**config.mk**
```make
export PLATFORM = sky130hd
export DESIGN_NAME = fifo_access_arbiter
export DESIGN_NICKNAME = d
export VERILOG_FILES = /design/src/rtl/fifo_access_arbiter.sv
export SDC_FILE = /design/constraint.sdc
export NUM_CORES = 1
export LEC_CHECK = 0
export ABC_AREA = 0
export CAP_MARGIN = 20
export CORE_MARGIN = 2
export CORE_UTILIZATION = 34
export DETAILED_ROUTE_END_ITERATION = 7
export PLACE_DENSITY = 0.6
export SYNTH_ARGS = -nofsm -noshare
export SYNTH_HDL_FRONTEND = slang
export SYNTH_SLANG_ARGS = --single-unit
```
**constraint.sdc**
```tcl
create_clock -name clk100MHz -period 3.3 [get_ports clk100MHz]
set_clock_uncertainty 0.2 [all_clocks]
set_input_delay 0.66 -clock clk100MHz [delete_from_list [all_inputs] [get_ports clk100MHz]]
set_output_delay 0.66 -clock clk100MHz [all_outputs]
set_load 0.02 [all_outputs]
```
**src/rtl/fifo_access_arbiter.sv**
```systemverilog
// fifo_access_arbiter: round-robin two-port sequencer for a strobe-clocked FIFO; `define FIFO_ARB_OCC_COUNT_EN adds occ output and occupancy-based gating
module fifo_access_arbiter #(
  parameter int WIDTH = 4,
  parameter int SETUP_CYC = 2,
  parameter int PULSE_CYC = 2,
  parameter int HOLD_CYC = 2,
  parameter int DEPTH = 8
) (
  input  logic               clk100MHz,
  input  logic               reset,
  input  logic [1:0]         req,
  input  logic [1:0]         req_wnr,
  input  logic [2*WIDTH-1:0] req_wdata,
  output logic [1:0]         ack,
  output logic               err,
  output logic [WIDTH-1:0]   rdata,
  output logic               fifo_wnr,
  output logic               fifo_en,
  output logic [WIDTH-1:0]   fifo_in,
  output logic               fifo_step,
  input  logic [WIDTH-1:0]   fifo_out,
  input  logic               fifo_full,
  input  logic               fifo_empty,
`ifdef FIFO_ARB_OCC_COUNT_EN
  output logic [$clog2(DEPTH):0] occ,
`endif
  output logic               busy
);
  localparam int CW = $clog2(SETUP_CYC + PULSE_CYC + HOLD_CYC + DEPTH) + 1;
  typedef enum logic [2:0] {IDLE, SETUP, STROBE, HOLD, DONE, REJECT} state_t;
  state_t state_q, state_d;
  logic [CW-1:0] cnt_q, cnt_d;
  logic last_q, last_d, grant_q, grant_d;
  logic [1:0] ack_q, ack_d;
  logic err_q, err_d, wnr_q, wnr_d, en_q, en_d, step_q, step_d, busy_q, busy_d;
  logic [WIDTH-1:0] rdata_q, rdata_d, in_q, in_d;
  logic gnt, wr, full, empty;
  logic [WIDTH-1:0] wd;
  assign gnt = req[!last_q] ? !last_q : last_q;
  assign wr = req_wnr[gnt];
  assign wd = gnt ? req_wdata[2*WIDTH-1:WIDTH] : req_wdata[WIDTH-1:0];
`ifdef FIFO_ARB_OCC_COUNT_EN
  localparam int OW = $clog2(DEPTH) + 1;
  logic [OW-1:0] occ_q, occ_d;
  assign full = occ_q == OW'(DEPTH);
  assign empty = occ_q == '0;
  assign occ = occ_q;
  always_comb occ_d = state_q == DONE ? (wnr_q ? occ_q + 1'b1 : occ_q - 1'b1) : occ_q;
  always_ff @(posedge clk100MHz) occ_q <= reset ? '0 : occ_d;
`else
  assign full = fifo_full;
  assign empty = fifo_empty;
`endif
  always_comb begin
    state_d = state_q;
    cnt_d = cnt_q;
    last_d = last_q;
    grant_d = grant_q;
    ack_d = '0;
    err_d = 1'b0;
    rdata_d = rdata_q;
    wnr_d = wnr_q;
    en_d = en_q;
    in_d = in_q;
    step_d = step_q;
    case (state_q)
      IDLE: if (|req) begin
        last_d = gnt;
        grant_d = gnt;
        cnt_d = '0;
        if (wr ? full : empty) begin
          state_d = REJECT;
          ack_d = {gnt, !gnt};
          err_d = 1'b1;
        end else begin
          state_d = SETUP;
          en_d = 1'b1;
          wnr_d = wr;
          in_d = wd;
        end
      end
      SETUP: begin
        cnt_d = cnt_q == CW'(SETUP_CYC - 1) ? '0 : cnt_q + 1'b1;
        state_d = cnt_q == CW'(SETUP_CYC - 1) ? STROBE : SETUP;
        step_d = cnt_q == CW'(SETUP_CYC - 1);
      end
      STROBE: begin
        cnt_d = cnt_q == CW'(PULSE_CYC - 1) ? '0 : cnt_q + 1'b1;
        state_d = cnt_q == CW'(PULSE_CYC - 1) ? HOLD : STROBE;
        step_d = cnt_q != CW'(PULSE_CYC - 1);
      end
      HOLD: if (cnt_q == CW'(HOLD_CYC - 1)) begin
        state_d = DONE;
        cnt_d = '0;
        ack_d = {grant_q, !grant_q};
        en_d = 1'b0;
        rdata_d = wnr_q ? rdata_q : fifo_out;
      end else cnt_d = cnt_q + 1'b1;
      DONE: state_d = IDLE;
      REJECT: state_d = IDLE;
      default: state_d = IDLE;
    endcase
    busy_d = state_d != IDLE;
  end
  always_ff @(posedge clk100MHz)
    if (reset) begin
      state_q <= IDLE;
      cnt_q <= '0;
      last_q <= 1'b1;
      grant_q <= 1'b0;
      ack_q <= '0;
      err_q <= 1'b0;
      rdata_q <= '0;
      wnr_q <= 1'b0;
      en_q <= 1'b0;
      in_q <= '0;
      step_q <= 1'b0;
      busy_q <= 1'b0;
    end else begin
      state_q <= state_d;
      cnt_q <= cnt_d;
      last_q <= last_d;
      grant_q <= grant_d;
      ack_q <= ack_d;
      err_q <= err_d;
      rdata_q <= rdata_d;
      wnr_q <= wnr_d;
      en_q <= en_d;
      in_q <= in_d;
      step_q <= step_d;
      busy_q <= busy_d;
    end
  assign ack = ack_q;
  assign err = err_q;
  assign rdata = rdata_q;
  assign fifo_wnr = wnr_q;
  assign fifo_en = en_q;
  assign fifo_in = in_q;
  assign fifo_step = step_q;
  assign busy = busy_q;
endmodule

```
==> results of run 1 <==
[cell type report]
type | count | area [um^2]
flip-flops and latches | 25 | 500
multi-input cells | 92 | 623
fillers | 356 | 1780
repair buffers | 36 | 355
inverters | 6 | 22.5
well taps | 46 | 57.6
clock inverters | 1 | 5.00
clock buffers | 3 | 22.5
[worst paths after layout]
path	depth (start not counted)	from	to	slack, ns
worst max-delay path	5	req[1]	fifo_in[0]$_SDFFE_PP0P_	0.70
worst min-delay path	2	fifo_in[0]$_SDFFE_PP0P_	fifo_in[0]$_SDFFE_PP0P_	0.28
worst max register to register	4	last_q$_SDFFE_PP1P_	fifo_in[0]$_SDFFE_PP0P_	1.11
worst min register to register	2	fifo_in[0]$_SDFFE_PP0P_	fifo_in[0]$_SDFFE_PP0P_	0.28
[power by group through the flow]
stage	registers (mW)	logic, mW	clock network, mW
6_report	0.361	0.251	0.133
5_1_grt	0.367	0.276	0.160
4_1_cts	0.361	0.254	0.142
3_5_place_dp	0.368	0.252	0
3_3_place_gp	0.366	0.250	0
2_1_floorplan	0.380	0.155	0
[through the flow]
stage / instances / area, um^2 / hold WS (ns)
floorplan: 130 / 1190 / 0.257
global placement: 205 / 1560 / 0.251
detailed placement: 205 / 1560 / 0.261
CTS: 209 / 1590 / 0.280
global route: 209 / 1590 / 0.307
finish: 209 / 1590 / 0.277
[layout by cell type, fill, tap and decap left out, drive strengths merged, types with 2 or more instances in the layout]
cell type and count:
clkbuf 3, buf 2, nand3 3, o21ai 4, nand2 9, mux2i 7, a21oi 6, ha 3
o21bai 2, clkdlybuf4s50 34, dfxtp 25, nor2 26, a311oi 3, nor3 3, a221oi 4, mux2 5
inv 6
[routing by layer]
layer	part of all wire [%]	global-route usage, %
met2	45	20.2
met4	0.60	4.89
met1	49	17.9
met5	0	0
met3	4.6	2.50
[tightest hold or removal path, cell delays in order, from the launching register on]
cell	delay (ns)
dfxtp_1	0.33
inv_1	0.05
a221oi_1	0.06
[flip-flops by register name (all words and copies together), names as in the netlist]
signal     count
cnt_q          5
busy           1
last_q         1
fifo_wnr       1
err            1
fifo_step      1
rdata          4
fifo_in        4
grant_q        1
fifo_en        1
ack            2
state_q        3
[cell families after synthesis]
group	synth area share, %
and+or+nand+nor	21.3
DFF	42.0
xor gates and xnor gates	1.47
buffers and inverters	5.77
adders and majority gates	3.15
muxes	10.9
AOI/OAI and AO/OA	15.4
==> flow_summary.yaml, run 1 <==
timing:
  tightestPinTransition_ns: 0.573
  min_period_ns: 2.60
  maxSlewHeadroom_pct: 60.7
  finalCritPeriodShare_pct: 78.8
  layout_setup_ws_ns: 0.699
  hold_viol: 0
  finalSetupViolations: 0
  fin_tns_setup_ns: 0
  rsz0062_at_grt: "false"
  max_freq_ghz: 0.384
  maxSlewViolCount: 0
yosys:
  synth_cell_types: 38
  yosys-top-cells-area: "dfxtp_1 42%, nor2_1 7.9%, mux2i_1 5.0%, mux2_2 4.7%, ha_1 3.1%"
  yosysTopAreaCellShare_pct: 42.0
  netlist_instances: 130
  syn_area_um2: 1190
  yosys_most_used_dff: "dfxtp_1"
  ys_ff_latch: 25
  synth_edf_count: 0
  synthArstFlopShare_pct: 0
  syn_nets: 153
  synth_area_leader_cell: "dfxtp_1"
  yosysWarnings: 0
  yosysSeqAreaShare_pct: 42.0
  syn_area_per_cell_um2: 9.17
  synth_top_cells_by_count: "25 x dfxtp_1, 25 x nor2_1, 9 x nand2_1"
critical_path:
  end_kind: "flip-flop"
  crit_slowest_cell: "mux2i_1"
  crit_path_max_incr_delay_ns: 0.57
  crit_buf_inv: 1
  arrival_ns: 2.58
  crit_fanout: 7
  cpMostUsedCell: "mux2i_1"
  worst-setup-path-type: "input port to flip-flop"
  crit_chain: "clkdlybuf4s50_1, o21ai_2, mux2i_1, mux2i_1, a221oi_1"
  crit_required_ns: 3.28
  cp_top_family: "multiplexers"
  cp-start-kind: "input port"
clock_network:
  cts.sinks: 25
  cts_buffer_depth: 2
  cts_tree: "done"
  cts_max_level: 1
  post_cts_resized: 0
  clock-root-buffer: "clkbuf_4"
  postCtsHoldBufs: 0
  clk_latency_ns: 0.31
  clkSlewWorstSetupHoldPaths_ns: 0.13
  postCtsSetupBuffers: 0
  numCtsBuffers: 3
die:
  io_pins: 35
  die-area_um2: 4000
  die_w_um: 63.2
  rows: 21
  start_util_pct: 35.5
  core-area_um2: 3360
  die_h_um: 63.2
power:
  power_density_nw_per_um2: 469
  clkPwrFrac_pct: 17.8
  cellLeakagePower_nw: 0.618
  internal-power_mw: 0.504
  finalPower_mw: 0.745
  peakVddDrop_mv: 0.197
  seqPwrFrac_pct: 48.5
  p_comb_share_pct: 33.7
  p_sw_share_pct: 32.3
  p_switching_mw: 0.241
finish:
  layout-drive-gt1-share_pct: 11.0
  n_antenna_cell: 0
  syn2layout_area_growth_pct: 33.1
  final_util_pct: 47.2
  fin_nets: 187
route:
  drc: 0
  drt_iter0_markers: 28
  wl_per_cell_um: 11.9
  final_antenna_net_count: 0
  drt-vias-per-instance: 4.76
  vias: 995
  first_pass_iters: 4
  routed_wl_mm: 2.48
place:
  dp_slack_ns: 0.335
  dp_hpwl_mm: 1.89
  io_buffers: 34
  place.gp.congestion: 0.731
grt:
  grt_first_pass_wirelength_mm: 4.22
  grt-ovfl-total: 0
  grt_max_degree: 17
  track_usage_pct: 13.0
  first_global_vias: 910
  antenna_found_initial: 0
run_status:
  outcome: "finished clean"
worst_hold_path:
  min-delay-path-class: "flip-flop to flip-flop"
run:
  drv_cap: 0
No activity file was read; power rests on OpenSTA's default activity.
==> run 2, diff against run 1 <==
- PLACE_DENSITY: 0.6 -> 0.62
- clock period: 3.3 -> 2.3 ns (I/O delays scaled with it)
==> flow_summary.yaml, run 2 (synthesized netlist as in run 1, its figures left out) <==
clock_network:
  postCtsSetupBuffers: 0
  post_cts_resized: 0
  postCtsHoldBufs: 0
  cts_tree: "done"
  cts_buffer_depth: 2
  clock-root-buffer: "clkbuf_4"
  cts.sinks: 25
  cts_max_level: 1
  clkSlewWorstSetupHoldPaths_ns: 0.13
  numCtsBuffers: 3
  clk_latency_ns: 0.31
finish:
  n_antenna_cell: 0
  most-common-layout-cells: "34 x clkdlybuf4s50_1, 25 x nor2_1, 25 x dfxtp_1"
  syn2layout_area_growth_pct: 38.6
  fin_nets: 196
  top_register: "cnt_q"
  layout.cells.non_filler: 218
  final_common_cell: "clkdlybuf4s50_1"
  final_cell_area_um2: 1650
  largest_reg_flops: 5
  fill_cells: 345
  layout-drive-gt1-share_pct: 15.1
grt:
  grt_max_degree: 22
  grt-ovfl-total: 0
  first_global_vias: 1013
  antenna_found_initial: 0
  grt_first_pass_wirelength_mm: 4.59
  track_usage_pct: 14.1
worst_hold_path:
  min-delay-path-class: "flip-flop to flip-flop"
  min-delay-start: "fifo_en$_SDFFE_PP0P_"
  min_to: "fifo_en$_SDFFE_PP0P_"
  min_delay_path_depth: 2
critical_path:
  cp-start-kind: "input port"
  end_kind: "flip-flop"
  rr_endpoint: "fifo_in[0]$_SDFFE_PP0P_"
  crit_fanout: 5
  r2r-start: "state_q[0]$_SDFF_PP0_"
  arrival_ns: 2.09
  ff2ff_path_depth: 4
  worst-setup-path-type: "input port to flip-flop"
  crit_slowest_cell: "clkdlybuf4s50_1"
  regToRegSetupSlack_ns: 0.37
  crit_chain: "clkdlybuf4s50_1, nor2_1, or4_4, nor2_1, mux2i_2, a221oi_1"
  crit_required_ns: 2.32
  crit_path_max_incr_delay_ns: 0.48
  cp-startpoint: "req[1]"
  cpMostUsedCell: "nor2_1"
die:
  io_pins: 35
  start_util_pct: 35.5
  die-area_um2: 4000
  core-area_um2: 3360
  die_h_um: 63.2
  rows: 21
  die_w_um: 63.2
timing:
  layout_setup_ws_ns: 0.235
  rsz0062_at_grt: "false"
  finalSetupViolations: 0
  finalCritPeriodShare_pct: 89.8
  tightestPinTransition_ns: 0.370
  holdWs_ns: 0.269
  hold_viol: 0
  min_period_ns: 2.06
  max_freq_ghz: 0.484
  maxSlewViolCount: 0
  maxSlewHeadroom_pct: 75.3
route:
  wl_per_cell_um: 12.4
  drc: 0
  vias: 1032
  final_antenna_net_count: 0
  drt-vias-per-instance: 4.73
  first_pass_iters: 4
  drt_iter0_markers: 40
  routed_wl_mm: 2.71
power:
  cellLeakagePower_nw: 0.659
  power_density_nw_per_um2: 668
  finalPower_mw: 1.10
  peakVddDrop_mv: 0.265
place:
  io_buffers: 34
  placed_area_um2: 1630
  dp.cells: 214
  place.gp.congestion: 0.737
  dp_hpwl_mm: 2.09
  dp_slack_ns: -0.100
run_status:
  outcome: "finished clean"
run:
  drv_cap: 0
-- run 2: area by class of cell --
type                            instances  area (um^2)  area share, %
Clock buffer                            4         26.3           1.59
Multi-Input combinational cell         92          623           37.7
Tap cell                               46         57.6           3.48
Inverter                                6         22.5           1.36
Sequential cell                        25          500           30.3
Timing Repair Buffer                   45          423           25.6
-- run 2: worst max-delay path by stage --
stage,to,slack [ns],cells past startpoint
5_1_grt,fifo_in[1]$_SDFFE_PP0P_,0.15,6
2_1_floorplan,fifo_in[0]$_SDFFE_PP0P_,0.32,4
3_5_place_dp,fifo_in[3]$_SDFFE_PP0P_,-0.10,6
3_3_place_gp,fifo_in[0]$_SDFFE_PP0P_,-0.02,6
4_1_cts,fifo_in[3]$_SDFFE_PP0P_,0.24,6
6_report,fifo_in[0]$_SDFFE_PP0P_,0.24,6
-- run 2: power by group --
group | internal (mW) | total (mW) | switching (mW)
logic | 0.204 | 0.393 | 0.188
registers | 0.479 | 0.520 | 0.0412
clock network | 0.0677 | 0.191 | 0.124
total | 0.750 | 1.10 | 0.353
-- run 2: metrics by stage --
step	utilization, %	TNS [ns]
floorplan	-	0
global placement	48.4	-0.0753
detailed placement	48.4	-0.364
CTS	49.1	0
global route	49.1	0
finish	49.1	0
-- run 2: worst max-delay path: cells and delay by family --
kind | cells | cell delay [ns]
simple gates | 3 | 0.70
compound gates | 1 | 0.31
mux | 1 | 0.14
buf+inv | 1 | 0.48
-- run 2: layer usage --
layer	wire (um)	GRT usage (%)	up-vias
li1	-	-	546
met1	1380	18.8	462
met2	1200	23.0	24
met3	137	3.39	0
met4	0	3.26	0
met5	0	0	-
==> run 3, diff against run 2 <==
- CTS_CLUSTER_SIZE: unset -> 25
==> results of run 3 <==
No change in the layout: final DEF, timing and power equal those of run 2.
==> edit, RTL diff (config.mk and constraints of run 2) <==
The output `err` loses its register stage (`err_q` becomes a continuous assignment).
--- a/src/rtl/fifo_access_arbiter.sv
+++ b/src/rtl/fifo_access_arbiter.sv
@@ -109,7 +109,6 @@
       last_q <= 1'b1;
       grant_q <= 1'b0;
       ack_q <= '0;
-      err_q <= 1'b0;
       rdata_q <= '0;
       wnr_q <= 1'b0;
       en_q <= 1'b0;
@@ -122,7 +121,6 @@
       last_q <= last_d;
       grant_q <= grant_d;
       ack_q <= ack_d;
-      err_q <= err_d;
       rdata_q <= rdata_d;
       wnr_q <= wnr_d;
       en_q <= en_d;
@@ -130,6 +128,8 @@
       step_q <= step_d;
       busy_q <= busy_d;
     end
+
+  assign err_q = err_d;
   assign ack = ack_q;
   assign err = err_q;
   assign rdata = rdata_q;
Function: changed (Yosys sat finds a counterexample within 4 cycles, from zero or initial values and one cycle with reset high).
==> edit against run 2 <==
  * Power rose by 12%
  * Worst hold slack improved by 0.0028 ns
  * Sequential cell count fell by 1
  * Critical path depth fell by 1
  * Area after synthesis fell by 4.3%
  * Combinational power rose by 12%
  * Register-to-register slack got worse by 0.04 ns
  * Routed wire length fell by 5.6%
  * First-iteration DRC count fell by 57%
  * Non-clock buffer count rose by 5
  * Setup slack got worse by 0.22 ns
  * Count of clock-buffer cells in the layout fell by 1
  * Final area rose by 2.0%
  * Critical path type is now input pin to output port
  * Highest routed layer is now met4
==> edit: results (changes against run 2) <==
- Result of the run: finished, final reports clean (unchanged).
- The post-detailed-placement half-perimeter wirelength is 2060 um (was 2090 um).
- The final estimated routing congestion in global placement is 0.756 (was 0.737).
- The static power due to leakage is 0.000691 uW (was 0.000659 uW).
- The post-cts gate resize count is 10 (was 0).
- The total routed wirelength was 2560 um (was 2710 um).
- The xor/xnor cell area share of the yosys netlist is 4.61% (was 1.47%).
- The detailed-routed wire length on met3 is 153 um (was 137 um).
- The largest stage delay on the critical path is 0.45 ns (was 0.48 ns).
- The pin slew with the least headroom to its limit is 0.337 ns (was 0.370 ns).
- The fraction of power spent switching nets is 29.1% (was 32.0%).
- The global router's overall resource usage is 14.8% (was 14.1%).
- The met3 capacity usage during global routing was 2.90% (was 3.39%).
- The via count of the first global-routing pass was 985 (was 1,013).
- The multiplexer share of the synthesized area is 11.4% (was 10.9%).
- The total setup buffers inserted after CTS is 1 (was 0).
- The number of vias in the routed layout came to 1,000 (was 1,032).
- The fraction of power consumed by sequential logic is 40.3% (was 47.1%).
- The post-placement cell count is 211 (was 214).
- The final net count is 194 (was 196).
- The largest net degree at the start of global routing is 15 (was 22).
- The largest voltage drop on the vdd net came to 0.000385 V (was 0.000265 V).
- Top post-synthesis cells by count: 24 x sky130_fd_sc_hd__dfxtp_1, 23 x sky130_fd_sc_hd__nor2_1, 7 x sky130_fd_sc_hd__a21oi_1, 7 x sky130_fd_sc_hd__nand2_1 (was 25 x sky130_fd_sc_hd__dfxtp_1, 25 x sky130_fd_sc_hd__nor2_1, 9 x sky130_fd_sc_hd__nand2_1).
- The post-place instance area came to 0.00162 mm^2 (was 0.00163 mm^2).
- The DRC violation total after the first TritonRoute iteration is 17 (was 40).
==> edit: path summary, 6_finish.rpt <==
| check | slack, ns | cells after the start | to | startpoint |
|---|---|---|---|---|
| worst max register to register | 0.33 | 5 | fifo_in[0]$_SDFFE_PP0P_ | state_q[0]$_SDFF_PP0_ |
| worst min register to register | 0.27 | 2 | fifo_en$_SDFFE_PP0P_ | fifo_en$_SDFFE_PP0P_ |
| worst min-delay path | 0.27 | 2 | fifo_en$_SDFFE_PP0P_ | fifo_en$_SDFFE_PP0P_ |
| worst max-delay path | 0.02 | 5 | err | req_wnr[1] |
==> edit: area by class of cell <==
class	count	area, um^2
flip-flops and latches	24	484
inverters	6	22.5
clock inverters	1	30.0
repair buffers	50	458
multi-input cells	86	612
clock buffers	3	22.5
fillers	301	1600
well taps	46	57.6
==> edit: through the flow <==
step	hold slack (ns)	total power, uW	utilization [%]
floorplan	0.257	768	-
global placement	0.247	934	49.2
detailed placement	0.264	941	49.2
CTS	0.283	1250	51.0
global route	0.309	1320	51.4
finish	0.272	1230	51.4
